==> src/rtl/fb_pkg.sv <==
// Shared definitions for the frame-buffer sequencer: FSM state encoding and
// default geometry of the stored greyscale frame.
package fb_pkg;

    // Default frame geometry: 600 x 400 pixels, 4-bit greyscale.
    localparam int DEFAULT_FRAME_PIXELS = 240000;
    localparam int DEFAULT_ADDR_W       = 18;
    localparam int DEFAULT_PIX_W        = 4;

    // Width of the completed-frame counter.
    localparam int FRAME_COUNT_W = 8;

    // Sequencer states.
    typedef enum logic [1:0] {
        IDLE       = 2'd0,
        WAIT_VSYNC = 2'd1,
        CAPTURE    = 2'd2,
        PROCESS    = 2'd3
    } fbState_e;

    // Address of the final pixel of a frame, sized to the BRAM address bus.
    function automatic logic [31:0] lastPixelAddr(input int framePixels);
        return 32'(framePixels - 1);
    endfunction

endpackage

==> src/rtl/vsync_edge.sv <==
// Rising-edge detector for the camera frame marker. The marker is assumed to
// be synchronous to clk; the pulse is combinational from the current input
// and the previous-cycle sample.
module vsync_edge (
    input  logic clk,
    input  logic reset,
    input  logic cam_vsync,
    output logic risePulse
);

    logic vsyncPrev;

    // Remember last cycle's marker level so a low-to-high step can be seen.
    always_ff @(posedge clk or posedge reset) begin
        if (reset) begin
            vsyncPrev <= 1'b0;
        end else begin
            // NOTE: flops always use non-blocking '<=' so every register in
            // the design updates from the same pre-edge values.
            vsyncPrev <= cam_vsync;
        end
    end

    assign risePulse = cam_vsync & ~vsyncPrev;

endmodule

==> src/rtl/fb_frame_sequencer.sv <==
// Frame-buffer sequencer: waits for start, synchronises to the camera frame
// marker, streams one frame of pixels into BRAM, then hands the BRAM port to
// a processor until it signals completion.
// Optional build macro FB_CONTINUOUS_EN: after the processor finishes, the
// sequencer re-arms for the next frame instead of returning to IDLE.
module fb_frame_sequencer
    import fb_pkg::*;
#(
    parameter int FRAME_PIXELS = DEFAULT_FRAME_PIXELS,
    parameter int ADDR_W       = DEFAULT_ADDR_W,
    parameter int PIX_W        = DEFAULT_PIX_W
) (
    input  logic              clk,
    input  logic              reset,
    input  logic              start,
    input  logic              abort,
    input  logic              cam_vsync,
    input  logic              cam_valid,
    input  logic [PIX_W-1:0]  cam_pixel,
    input  logic              proc_req,
    input  logic              proc_we,
    input  logic [ADDR_W-1:0] proc_addr,
    input  logic [PIX_W-1:0]  proc_wdata,
    input  logic              proc_done,
    output logic              proc_gnt,
    output logic              proc_rvalid,
    output logic [ADDR_W-1:0] bram_addr,
    output logic              bram_we,
    output logic [PIX_W-1:0]  bram_din,
    output logic              busy,
    output logic              done,
    output logic              frame_err,
    output logic [7:0]        frame_count
);

    localparam logic [ADDR_W-1:0] LAST_ADDR = ADDR_W'(lastPixelAddr(FRAME_PIXELS));

    fbState_e          state;
    logic [ADDR_W-1:0] wrCount;
    logic              vsyncRise;
    logic              captureWrite;
    logic              lastPixel;
    logic [1:0]        readPipe;

    vsync_edge uVsyncEdge (
        .clk       (clk),
        .reset     (reset),
        .cam_vsync (cam_vsync),
        .risePulse (vsyncRise)
    );

    // The processor owns the BRAM port only while a frame is being processed.
    assign proc_gnt = proc_req && (state == PROCESS);

    // A camera pixel is stored only in CAPTURE, and not in a cycle that
    // restarts the frame or aborts the sequence.
    assign captureWrite = (state == CAPTURE) && cam_valid && !vsyncRise && !abort;
    assign lastPixel    = (wrCount == LAST_ADDR);

    assign busy        = (state != IDLE);
    assign proc_rvalid = readPipe[1];

    // Sequencer FSM: state, write counter, completion pulse and frame status.
    always_ff @(posedge clk or posedge reset) begin
        if (reset) begin
            state       <= IDLE;
            wrCount     <= '0;
            done        <= 1'b0;
            frame_err   <= 1'b0;
            frame_count <= '0;
        end else begin
            done <= 1'b0;
            if (abort) begin
                // Abort wins over every transition; status registers are kept.
                state <= IDLE;
            end else begin
                case (state)
                    IDLE: begin
                        if (start) begin
                            state <= WAIT_VSYNC;
                        end
                    end
                    WAIT_VSYNC: begin
                        if (vsyncRise) begin
                            state   <= CAPTURE;
                            wrCount <= '0;
                        end
                    end
                    CAPTURE: begin
                        if (vsyncRise) begin
                            // Short frame: flag it and restart on the new one.
                            frame_err <= 1'b1;
                            wrCount   <= '0;
                        end else if (cam_valid) begin
                            wrCount <= wrCount + ADDR_W'(1);
                            if (lastPixel) begin
                                state <= PROCESS;
                            end
                        end
                    end
                    PROCESS: begin
                        if (proc_done) begin
                            done        <= 1'b1;
                            frame_count <= frame_count + 8'd1;
`ifdef FB_CONTINUOUS_EN
                            state       <= WAIT_VSYNC;
`else
                            state       <= IDLE;
`endif
                        end
                    end
                    default: state <= IDLE;
                endcase
            end
        end
    end

    // BRAM port mux: registers either the capture write or a granted processor
    // access, and tracks reads through the register + BRAM latency.
    always_ff @(posedge clk or posedge reset) begin
        if (reset) begin
            // NOTE: the BRAM port registers are reset so the memory never sees
            // a stray write strobe coming out of reset; the BRAM array itself
            // has no reset.
            bram_addr <= '0;
            bram_we   <= 1'b0;
            bram_din  <= '0;
            readPipe  <= '0;
        end else begin
            bram_we  <= 1'b0;
            readPipe <= {readPipe[0], proc_gnt && !proc_we};
            if (captureWrite) begin
                bram_addr <= wrCount;
                bram_din  <= cam_pixel;
                bram_we   <= 1'b1;
            end else if (proc_gnt) begin
                bram_addr <= proc_addr;
                bram_din  <= proc_wdata;
                bram_we   <= proc_we;
            end
        end
    end

endmodule
==> config.mk <==
export PLATFORM = sky130hd
export DESIGN_NAME = fb_frame_sequencer
export DESIGN_NICKNAME = d
export VERILOG_FILES = /design/src/rtl/fb_pkg.sv /design/src/rtl/vsync_edge.sv /design/src/rtl/fb_frame_sequencer.sv
export SDC_FILE = /design/constraint.sdc
export NUM_CORES = 1
export LEC_CHECK = 0
export ABC_CLOCK_PERIOD_IN_PS = 2500
export CAP_MARGIN = 10
export CELL_PAD_IN_SITES_DETAIL_PLACEMENT = 1
export CELL_PAD_IN_SITES_GLOBAL_PLACEMENT = 1
export CORE_ASPECT_RATIO = 1.1
export CORE_MARGIN = 2
export CORE_UTILIZATION = 37
export CTS_CLUSTER_SIZE = 14
export DETAILED_ROUTE_END_ITERATION = 12
export MAX_ROUTING_LAYER = met4
export PLACE_DENSITY = 0.79
export RECOVER_POWER = 100
export REMOVE_ABC_BUFFERS = 1
export SYNTH_ARGS = -nofsm -noshare
export SYNTH_HDL_FRONTEND = slang
export SYNTH_SLANG_ARGS = --single-unit
==> constraint.sdc <==
create_clock -name clk -period 2.5 [get_ports clk]
set_clock_uncertainty 0.1 [all_clocks]
set_input_delay 0.5 -clock clk [delete_from_list [all_inputs] [get_ports clk]]
set_output_delay 0.5 -clock clk [all_outputs]
set_load 0.03 [all_outputs]
== Word-level counts from Yosys, hierarchy flattened ==
Index checks and enable logic that the tools add are counted.
Storage, ports and cells
  output and inout bits: 36
  flip-flop bits (word level): 56
  logic and storage cells: 64
  input port bits: 35
Cells by class
  eq/ne operators: 12
  bitwise operators: 3
  $add $sub $neg: 2
  mux-type cells: 21
  reductions and logical operators: 16
Operators with widths (count)
  18-bit two-way mux: 5
  18-bit one-hot mux with 2 select lines: 1
  3-bit != test (second input constant): 7
  18-bit by 1-bit adder with 18-bit output (second input constant): 1
  18-bit == test (second input constant): 1
  2-bit two-way mux: 7
  8-bit by 1-bit adder with 8-bit output (second input constant): 1
  4-bit two-way mux: 2
  2-bit one-hot mux with 4 select lines: 1
  3-bit AND reduction: 2
  6-bit AND reduction: 1
  2-bit nonzero test: 3
  1-bit logical AND: 5
  1-bit two-way mux: 5
  2-bit == test (second input constant): 2
  4-bit AND reduction: 1
  1-bit zero test: 3
  2-bit by 1-bit == test with 1-bit output (second input constant): 1
  2-bit zero test: 1
  2-bit != test (second input constant): 1
  1-bit inverter: 2
  1-bit bitwise AND: 1

== Logic depth before layout (Yosys ltp) ==
Gate-level depths: netlist of run 1.
  depth after elaboration: 6
  mapped depth: 7
  mapped depth without buffers: 7

== Cells and area by module ==
From an unflattened synthesis of run 1, not the netlist that was laid out.
Unflattened totals
  cell total of the unflattened synthesis: 269
  area total of the unflattened synthesis: 2761.4 um^2
By module, submodules not included
  fb_frame_sequencer: times used 1, cells an instance 266, area an instance 2718.9 um^2, sequential area each 1376.3 um^2
  vsync_edge: times used 1, cells an instance 3, area an instance 42.5 um^2, sequential area each 25.0 um^2

== Worst setup path after synthesis of run 1 ==
Ideal clock, no wire load.
  path type: flip-flop to output port
  start: reg state[0]
  end: out proc_gnt
  data arrival time: 1.488 ns
  setup slack: 0.412 ns
  buffers on the path: 1
  cell stages (with the launch flop): 5
  cell sequence: dfrtp_1 -> ha_1 -> nand2_1 -> buf_1 -> inv_1
On the way
  longest elaborated chain between the ends: 2
Ends and longest elaborated chain
  start: declaration: line fb_frame_sequencer.sv:38  | fbState_e state;
  start signal: assignment: line fb_frame_sequencer.sv:66  | state <= IDLE;
  start signal: assignment: line fb_frame_sequencer.sv:75  | state <= IDLE;
  start signal: assignment: line fb_frame_sequencer.sv:80  | state <= WAIT_VSYNC;
  2-bit == test: line fb_frame_sequencer.sv:53  | assign proc_gnt = proc_req && (state == PROCESS);
  1-bit logical AND: line fb_frame_sequencer.sv:53
  end: declaration: line fb_frame_sequencer.sv:25  | output logic proc_gnt,
No other way between the ends.

== Worst setup path after layout of run 1 ==
  start: reg state[0]
  end: out busy
On the way
  longest elaborated chain between the ends: 1
Ends and longest elaborated chain
  2-bit nonzero test: line fb_frame_sequencer.sv:60  | assign busy = (state != IDLE);
  end: declaration: line fb_frame_sequencer.sv:30  | output logic busy,
No other way between the ends.

==> summary.md, run 1 <==
| Metric | Value |
|---|---|
| GRT Util Overall | between 10% and 20% |
| 1st-iter DRT viols | between 100 and 150 |
| Reg clk slew, reported paths | approximately 0.1 ns |
| Crit-path max cell delay | roughly 0.66 ns |
| IO Pins | 71 |
| Final routed DRC violation total | 0 |
| # setup viols final | 0 |
| Critical path data required time | roughly 1.9 ns |
| Post-DR vias/cell | roughly 5.2 |
| Post-cts resize count | 0 |
| CP Capture Point | busy |
| Remaining Overflow, GRT | 0 |
| Most frequent CP cell | inv_1 |
| IO buf count | 70 |
| Dpl cells | roughly 410 |
| Fmax | around 430 MHz |
| Clock Tree Buf Depth | 2 |
| Asr flop ratio synth | 100% |
| RSZ-0062 raised after global routing | no |
| Run status | complete, no violations |
| Fillers | approximately 780 |
| #FFs+latches synth | 56 |
| Most used DFF post-synth | dfrtp_1 |
| Max-slew violation count | 0 |
| Nets | about 380 |
| First-pass GRT wire length | roughly 11 mm |
| CTS tree | done |
| Post-Layout Cell Count | about 420 |
| Number of synthesized flops with an enable pin | 0 |
| Root Driver | clkbuf_8 |
| Commonest non-fill, non-tap cell in the layout | dfrtp_1 |
| Highest-count cells in the layout ignoring fill and taps | dfrtp_1 (56), nor2_1 (45), dlygate4sd3_1 (37) |
| Flop2flop setup slack | roughly 0.18 ns |
| Post-DP HPWL | approximately 5.0 mm |
| Slew margin rel. | a little under 30% |
| Final Routed Wirelength | 6.66 mm |
| Die Wd | between 80 and 90 um |
| Hold slack final | 0.261 ns |
| Max Cap Violations | 0 |
| Largest net degree at the start of global routing | 37 |
| Pre-CTS setup slack | between 0.1 and 0.15 ns |
| Clk_lat worst skew | approximately 0.32 ns |
| H-tree depth | 2 |
| Die height | between 90 and 100 um |
| Layout cells sized above 1 | about 6.8% |
| Synth Area per Inst | approximately 11 um^2 |
| Row Count | 32 |
| Crit. End Element | output port |
| Number of library cell types mapped by synthesis | 43 |
| CTS Hold Bufs | 0 |
| Detailed-route wire length per cell | roughly 16 um |
| Max IR drop VDD | 0.404 mV |
| Initial antenna violation count | 0 |
| Leak | about 0.0018 uW |
| Die Area | 0.00812 mm^2 |
| Top Metal Used | met4 |
| Worst r2r src | state[0] |
| Routed Antenna Nets | 0 |
| Cell depth of the worst flop-to-flop path | 8 |
| Crit-path slowest cell | clkdlybuf4s50_1 |
| # Post-CTS Setup Buffers | 0 |
| Final Cycle Share | between 90 and 100% |
| Crit-path cells | inv_1, ha_1, inv_1, clkdlybuf4s50_1 |
| Pwr dens | a little under 900 mW/mm^2 |
| Worst Setup SP | state[0] |
| Routed met2 length | between 3 and 4 mm |
| Crit path time final | roughly 2.3 ns |
| Hold Vio Cnt, Final | 0 |
| Post-Syn Instances | 260 |
| 1st-pass router iterations | 4 |
| Pin slew with the least headroom to its limit | around 1.1 ns |
| P&R area growth vs syn | 33.4% |
| Met1 WL | just under 3 mm |
| N_diodes | 0 |
| Core Box Area | 0.00709 mm^2 |
| Mapped cell area | 0.00274 mm^2 |
| Crit-path max FO | 3 |
| WS Path Type | register to output port |
| Num CTS Buffers | 5 |
| GP Congestion | ~0.85 |
| Vias in the first global route | approximately 2300 |
| Reg2reg end | wrCount[15] |
| Critical path launch point type | register |
| Wire length on met3 | around 280 um |
| CTS Sinks | 56 |
| DR vias | between 2000 and 2500 |
| Slack of the critical path | around 0.17 ns |
| Yosys warns | 0 |
| Setup TNS | 0 ns |
| Sequential share of the synthesized area | 51.1% |
| Initial core utilization | between 30% and 40% |
| CP arrival | about 1.7 ns |
| Hold Path Class | register to register |
-- metal layers --
layer / global-route usage [%] / vias up
met3: 3.16 / 7
met5: - / -
li1: - / 1039
met4: 5.82 / 0
met1: 21.6 / 1098
met2: 30.6 / 46
-- worst min-delay path by stage --
stage	slack, ns	cells after the start	from	end
3_5_place_dp	0.24	0	readPipe[0]	readPipe[1]
3_3_place_gp	0.23	0	readPipe[0]	readPipe[1]
4_1_cts	0.26	0	readPipe[0]	readPipe[1]
5_1_grt	0.27	0	readPipe[0]	readPipe[1]
2_1_floorplan	0.23	0	readPipe[0]	readPipe[1]
6_report	0.26	0	readPipe[0]	readPipe[1]
-- registers in the layout (all words and copies together) (netlist names) --
name	count
state	2
uVsyncEdge.vsyncPrev	1
frame_count	8
readPipe	2
bram_we	1
wrCount	18
bram_din	4
frame_err	1
done	1
bram_addr	18
-- where the power goes --
group	internal, uW	leakage, uW	switching, uW
logic	573	0.00105	821
registers	1130	0.000740	131
clock network	298	0.0000552	301
total	2000	0.00184	1250
-- area by class of cell --
type / instances / area, um^2 / share of cell area (%)
clock buffers: 6 / 72.6 / 1.98
clock inverters: 2 / 35.0 / 0.958
inverters: 7 / 26.3 / 0.718
multi-input cells: 187 / 1270 / 34.7
flip-flops and latches: 56 / 1400 / 38.3
well taps: 85 / 106 / 2.91
repair buffers: 78 / 747 / 20.4
-- worst max-delay path: cells and delay by family (launching register included) --
family                     cells  cell delay, ns
buffers and inverters          3            0.81
DFF                            1            0.39
adders and majority gates      1            0.21
-- cells in the mapped netlist, types with 3 or more instances --
| master | n | area share [%] |
|---|---|---|
| a21oi_1 | 24 | 4.4 |
| clkbuf_1 | 6 | 0.82 |
| dfrtp_1 | 56 | 51 |
| ha_1 | 6 | 2.7 |
| inv_1 | 7 | 0.96 |
| mux2i_1 | 23 | 8.4 |
| nand2_1 | 14 | 1.9 |
| nand3_1 | 11 | 2.0 |
| nand4_1 | 4 | 0.91 |
| nor2_1 | 45 | 6.2 |
| nor2b_1 | 3 | 0.68 |
| nor3_1 | 3 | 0.55 |
| o21ai_0 | 3 | 0.55 |
| xnor2_1 | 8 | 2.6 |
| xor2_1 | 13 | 4.2 |
-- per-stage QoR --
step | cell area, um^2 | utilization [%] | power, uW
floorplan | 2700 | - | 2160
global route | 3660 | 51.6 | 3480
global placement | 3580 | 50.6 | 2730
finish | 3660 | 51.6 | 3250
CTS | 3690 | 52.1 | 3390
detailed placement | 3580 | 50.6 | 2790
-- cells by family (layout without fill, tap and decap cells) --
family          Yosys count  count (layout)  share of synthesized area, %
flops                    56              56                          51.1
fa+ha+maj                 6               6                          2.74
xor+xnor                 21              21                          6.71
simple gates             96              96                          18.0
mux                      24              24                          8.80
buf+inv                  17              93                          2.46
compound gates           40              40                          10.2
Note: power is estimated with default switching activity, not from simulation.
==> run 2: changes to the inputs <==
--- a/config.mk
+++ b/config.mk
@@ -5,17 +5,17 @@
 export SDC_FILE = /design/constraint.sdc
 export NUM_CORES = 1
 export LEC_CHECK = 0
-export ABC_CLOCK_PERIOD_IN_PS = 2500
+export ABC_CLOCK_PERIOD_IN_PS = 2100
 export CAP_MARGIN = 10
 export CELL_PAD_IN_SITES_DETAIL_PLACEMENT = 1
 export CELL_PAD_IN_SITES_GLOBAL_PLACEMENT = 1
 export CORE_ASPECT_RATIO = 1.1
 export CORE_MARGIN = 2
-export CORE_UTILIZATION = 37
-export CTS_CLUSTER_SIZE = 14
+export CORE_UTILIZATION = 34
+export CTS_CLUSTER_SIZE = 24
 export DETAILED_ROUTE_END_ITERATION = 12
 export MAX_ROUTING_LAYER = met4
-export PLACE_DENSITY = 0.79
+export PLACE_DENSITY = 0.78
 export RECOVER_POWER = 100
 export REMOVE_ABC_BUFFERS = 1
 export SYNTH_ARGS = -nofsm -noshare
==> constraint.sdc (replaced) <==
create_clock -name clk -period 2.1 [get_ports clk]
set_clock_uncertainty 0.1 [all_clocks]
set_input_delay 0.42 -clock clk [delete_from_list [all_inputs] [get_ports clk]]
set_output_delay 0.42 -clock clk [all_outputs]
set_load 0.03 [all_outputs]
==> run 2 against run 1 <==
- clock power increased by 13%
- utilization fell by 3.4 points
- first-iteration DRC count fell by 60%
- via count rose by 1.9%
- combinational power is 24% higher
- highest routed layer unchanged
==> summary.md, run 2 (same netlist as run 1, synthesis figures left out) <==
| Metric | Value |
|---|---|
| Initial core utilization | about a third |
| Pwr dens | between 1000 and 1500 mW/mm^2 |
| Post-DR vias/cell | 4.92 |
| Reg clk slew, reported paths | roughly 0.090 ns |
| Max-slew violation count | 0 |
| 1st-iter DRT viols | 52 |
| Crit-path slowest cell | dlygate4sd3_1 |
| Routed Antenna Nets | 0 |
| Core Box Area | slightly below 0.008 mm^2 |
| Largest net degree at the start of global routing | 57 |
| Hold slack final | about 0.27 ns |
| Crit-path max FO | 4 |
| DR vias | approximately 2200 |
| Die height | roughly 100 um |
| Net switching power figure | 1490 uW |
| Largest regs | bram_addr (18), wrCount (18), frame_count (8) |
| Cell internal pwr | roughly 2400 uW |
| Clock Tree Buf Depth | 2 |
| Dpl cell area | roughly 0.0037 mm^2 |
| IO Pins | 71 |
| Row Count | 34 |
| Post-layout util | 48.2% |
| Worst path depth | 1 |
| Die Wd | approximately 90 um |
| Logic gate share of total power | between 40% and 50% |
| Remaining Overflow, GRT | 0 |
| N_diodes | 0 |
| Post-route cell area | roughly 0.0038 mm^2 |
| Root Driver | clkbuf_8 |
| GRT Util Overall | between 10% and 20% |
| Highest-count cells in the layout ignoring fill and taps | dfrtp_1 (56), nor2_1 (45), clkdlybuf4s50_1 (34), dlygate4sd3_1 (34), a21oi_1 (24) |
| Switch share | 38.2% |
| Layout cells sized above 1 | 11.0% |
| Clock power frac | about 17% |
| Leak | between 0.0015 and 0.002 uW |
| 1st-pass router iterations | 4 |
| Total power | 3900 uW |
| P&R area growth vs syn | 38.4% |
| Final Routed Wirelength | about 7 mm |
| CP arrival | 1.49 ns |
| First-pass GRT wire length | between 10 and 15 mm |
| Post-DP HPWL | just over 5 mm |
| Clk_lat worst skew | 0.31 ns |
| CTS Hold Bufs | 0 |
| Worst r2r src | state[1] |
| Slew margin rel. | about 16% |
| Crit. End Element | output port |
| Num CTS Buffers | 5 |
| Vias in the first global route | between 2000 and 2500 |
| Area taken by multi-input logic gates | 0.00129 mm^2 |
| Crit path time final | about 2.0 ns |
| Initial antenna violation count | 0 |
| Max IR drop VDD | 0.474 mV |
| Nets | approximately 390 |
| Flop2flop setup slack | 0.14 ns |
| CP Capture Point | frame_count[4] |
| Register Area | around 0.0014 mm^2 |
| Hold Path Class | register to register |
| Crit-path cells | dlygate4sd3_1 |
| Critical path data required time | ~1.6 ns |
| Reg2reg end | wrCount[10] |
| GP Congestion | about 0.83 |
| # setup viols final | 0 |
| Max Cap Violations | 0 |
| Final routed DRC violation total | 0 |
| Pin slew with the least headroom to its limit | 1.26 ns |
| Cell depth of the worst flop-to-flop path | 8 |
| Fillers | about 890 |
| Detailed-route wire length per cell | 15.1 um |
| IO buf count | 70 |
| Hold Vio Cnt, Final | 0 |
| Seq pwr share | around two fifths |
| Crit-path max cell delay | ~0.76 ns |
| Worst Setup SP | frame_count[4] |
| CTS tree | done |
| Run status | complete, no violations |
| Commonest non-fill, non-tap cell in the layout | dfrtp_1 |
| CTS Sinks | 56 |
| Die Area | between 0.008 and 0.009 mm^2 |
| Final Cycle Share | between 90% and 100% |
| WP buf/inv | 1 |
| Top delay family on crit path | buffers and inverters |
| Critical path launch point type | register |
| Fmax | ~500 MHz |
| H-tree depth | 2 |
| WS Path Type | register to output port |
==> run 2: worst min path at each step <==
stage	startpoint	cells past startpoint	to
floorplan	readPipe[0]	0	readPipe[1]
global placement	readPipe[0]	0	readPipe[1]
detailed placement	readPipe[0]	0	readPipe[1]
CTS	readPipe[0]	0	readPipe[1]
global route	readPipe[0]	0	readPipe[1]
finish	readPipe[0]	0	readPipe[1]
==> run 2: timing repair <==
action                     4_1_cts  5_1_grt
setup endpoints to repair        1        8
resized for setup                1        2
pin swaps                        0        2
gates cloned                     0        0
setup buffers                    0        3
==> run 2: area by class of cell <==
cell class	count	area share, %
multi-input combinational	187	33.9
timing repair buffer	89	22.3
inverter	7	0.692
clock buffer	5	1.81
sequential	56	36.9
clock inverter	1	0.791
tap	108	3.56
==> run 2: power groups by stage <==
stage | logic (uW) | clock network (uW) | registers (uW)
2_1_floorplan | 596 | 0 | 1980
3_3_place_gp | 1770 | 0 | 1520
3_5_place_dp | 1820 | 0 | 1540
4_1_cts | 1810 | 710 | 1520
5_1_grt | 1880 | 743 | 1550
6_report | 1720 | 677 | 1500
==> run 2: per-stage QoR <==
stage          instances  worst slack [ns]  setup TNS (ns)
3_3_place_gp         444           -0.0395         -0.0539
3_5_place_dp         444            -0.128          -0.746
2_1_floorplan        250            -0.195           -4.45
5_1_grt              453          -0.00328        -0.00328
4_1_cts              450            0.0147               0
6_report             453            0.0914               0
==> run 2: routing by layer <==
layer / vias up / GRT usage (%) / wire (um)
met5: - / - / 0
met4: 0 / 5.17 / 109
met3: 11 / 2.54 / 255
met2: 47 / 28.8 / 3620
met1: 1113 / 21.6 / 2870
li1: 1060 / - / -
==> run 3: changes to the inputs <==
--- a/config.mk
+++ b/config.mk
@@ -14,6 +14,7 @@
 export CORE_UTILIZATION = 34
 export CTS_CLUSTER_SIZE = 24
 export DETAILED_ROUTE_END_ITERATION = 12
+export HOLD_SLACK_MARGIN = 0.12
 export MAX_ROUTING_LAYER = met4
 export PLACE_DENSITY = 0.78
 export RECOVER_POWER = 100
==> constraint.sdc (replaced) <==
create_clock -name clk -period 2.1 [get_ports clk]
set_clock_uncertainty 0.1 [all_clocks]
set_input_delay 0.42 -clock clk [delete_from_list [all_inputs] [get_ports clk]]
set_output_delay 0.42 -clock clk [all_outputs]
set_load 0.02 [all_outputs]
==> run 3 against run 2 <==
- via count down 1.3%
- die area unchanged
- global-route usage down 0.082 points
- register-to-register slack worse by 0.07 ns
- utilization down 0.25 points
- power down 2.6%
- sequential power about the same
- clock power up 15%
- fmax down 1.1%
- combinational power down 12%
==> summary.md, run 3 (same netlist as run 1, synthesis figures left out) <==
| Metric | Value |
|---|---|
| Max-slew violation count | 0 |
| Fmax | 492 MHz |
| Commonest non-fill, non-tap cell in the layout | dfrtp_1 |
| Final routed DRC violation total | 0 |
| Initial antenna violation count | 0 |
| Die height | about 100 um |
| GRT Util Overall | 17.3% |
| Final Routed Wirelength | ~6.9 mm |
| Cell internal pwr | 2480 uW |
| CTS tree | done |
| Num CTS Buffers | 5 |
| Final Cycle Share | between 90% and 100% |
| Logic gate share of total power | about two fifths |
| Clock Tree Buf Depth | 2 |
| Clock power frac | between 20 and 25% |
| Max Cap Violations | 0 |
| Post-DP HPWL | 5.06 mm |
| P&R area growth vs syn | 37.7% |
| Routed Antenna Nets | 0 |
| WS Path Type | register to register |
| Worst Setup SP | state[1] |
| Nets | a little under 400 |
| Core Box Area | 0.00787 mm^2 |
| Initial core utilization | a little over a third |
| Slew margin rel. | 16.1% |
| CTS Hold Bufs | 0 |
| Die Wd | about 90 um |
| Total power | about 3800 uW |
| Hold Vio Cnt, Final | 0 |
| Clk_lat worst skew | 0.31 ns |
| DR vias | approximately 2200 |
| Highest-count cells in the layout ignoring fill and taps | dfrtp_1 (56), nor2_1 (45), clkdlybuf4s50_1 (34), dlygate4sd3_1 (34), a21oi_1 (24) |
| Reg clk slew, reported paths | 0.10 ns |
| CTS Sinks | 56 |
| Root Driver | clkbuf_8 |
| Layout cells sized above 1 | around 10% |
| RSZ-0062 raised after global routing | yes |
| Crit. End Element | register |
| GP Congestion | between 0.8 and 0.9 |
| Critical path launch point type | register |
| Largest net degree at the start of global routing | 57 |
| Die Area | roughly 0.0088 mm^2 |
| Leak | ~0.0019 uW |
| Critical path data required time | approximately 2.2 ns |
| Run status | complete, no violations |
| Switch share | approximately a third |
| Seq pwr share | between 30% and 40% |
| Hold Path Class | register to register |
| Crit-path max FO | 5 |
| Pwr dens | 1010 mW/mm^2 |
| Net switching power figure | between 1000 and 1500 uW |
| 1st-pass router iterations | 4 |
| IO buf count | 70 |
| First-pass GRT wire length | around 12 mm |
| N_diodes | 0 |
| Detailed-route wire length per cell | approximately 15 um |
| Pin slew with the least headroom to its limit | roughly 1.3 ns |
| Post-DR vias/cell | between 4 and 5 |
| Min-delay src | readPipe[0] |
| Crit path time final | roughly 2.0 ns |
| Hold slack final | around 0.26 ns |
| # setup viols final | 0 |
| Worst r2r src | state[1] |
| Largest regs | bram_addr (18), wrCount (18), frame_count (8) |
| IO Pins | 71 |
| Max IR drop VDD | slightly below 0.4 mV |
| 1st-iter DRT viols | between 70 and 80 |
| Row Count | 34 |
| Remaining Overflow, GRT | 0 |
| H-tree depth | 2 |
| Vias in the first global route | 2407 |
| CP arrival | roughly 2.1 ns |
-- run 3: what timing repair did --
item | CTS | global route
buffers inserted | 0 | 2
resized for setup | 2 | 4
pin swaps | 0 | 3
endpoints found under the hold margin | 0 | 0
endpoints found under the setup margin | 2 | 9
-- run 3: area by class of cell --
type,instances,area (um^2)
fillers,882,4090
repair buffers,87,803
inverters,7,26.3
flip-flops and latches,56,1400
clock buffers,7,96.3
clock inverters,1,30.0
well taps,108,135
multi-input cells,187,1280
-- run 3: worst max-delay path, cell delays in order, from the launching register on --
cell	delay (ns)
dfrtp_1	0.41
inv_1	0.08
ha_2	0.21
nand2b_4	0.19
a2111oi_4	0.45
nand4_1	0.19
xor2_1	0.24
nor2_2	0.05
-- run 3: final timing paths --
| check | slack, ns | cells past startpoint | endpoint |
|---|---|---|---|
| hold / removal | 0.26 | 0 | readPipe[1] |
| hold reg to reg | 0.26 | 0 | readPipe[1] |
| setup / recovery | 0.07 | 7 | wrCount[10] |
| min in group asynchronous | 0.73 | 3 | bram_addr[2] |
| max in group asynchronous | 0.41 | 3 | bram_addr[16] |
| setup reg to reg | 0.07 | 7 | wrCount[10] |
-- run 3: metrics by stage --
| stage | worst slack, ns | utilization [%] | std cells | setup TNS [ns] | instance area [um^2] |
|---|---|---|---|---|---|
| after CTS | 0.0155 | 48.3 | 451 | 0 | 3800 |
| after floorplan | -0.195 | - | 250 | -4.32 | 2700 |
| after detailed placement | -0.150 | 46.8 | 443 | -0.858 | 3680 |
| after global routing | -0.0315 | 48.0 | 453 | -0.0315 | 3780 |
| after global placement | -0.116 | 46.8 | 443 | -0.218 | 3680 |
| final | 0.0693 | 48.0 | 453 | 0 | 3780 |
-- run 3: power groups by stage --
stage / Clock [uW] / Sequential (uW) / Combinational [uW]
floorplan: 0 / 1800 / 585
global placement: 0 / 1520 / 1570
detailed placement: 0 / 1540 / 1620
CTS: 808 / 1520 / 1620
global route: 855 / 1550 / 1670
finish: 778 / 1500 / 1520
-- run 3: routing by layer --
layer / part of all wire, % / track usage, %
met5: 0 / -
met1: 45 / 21.8
met4: 1.5 / 5.63
met2: 51 / 28.5
met3: 3.3 / 2.03
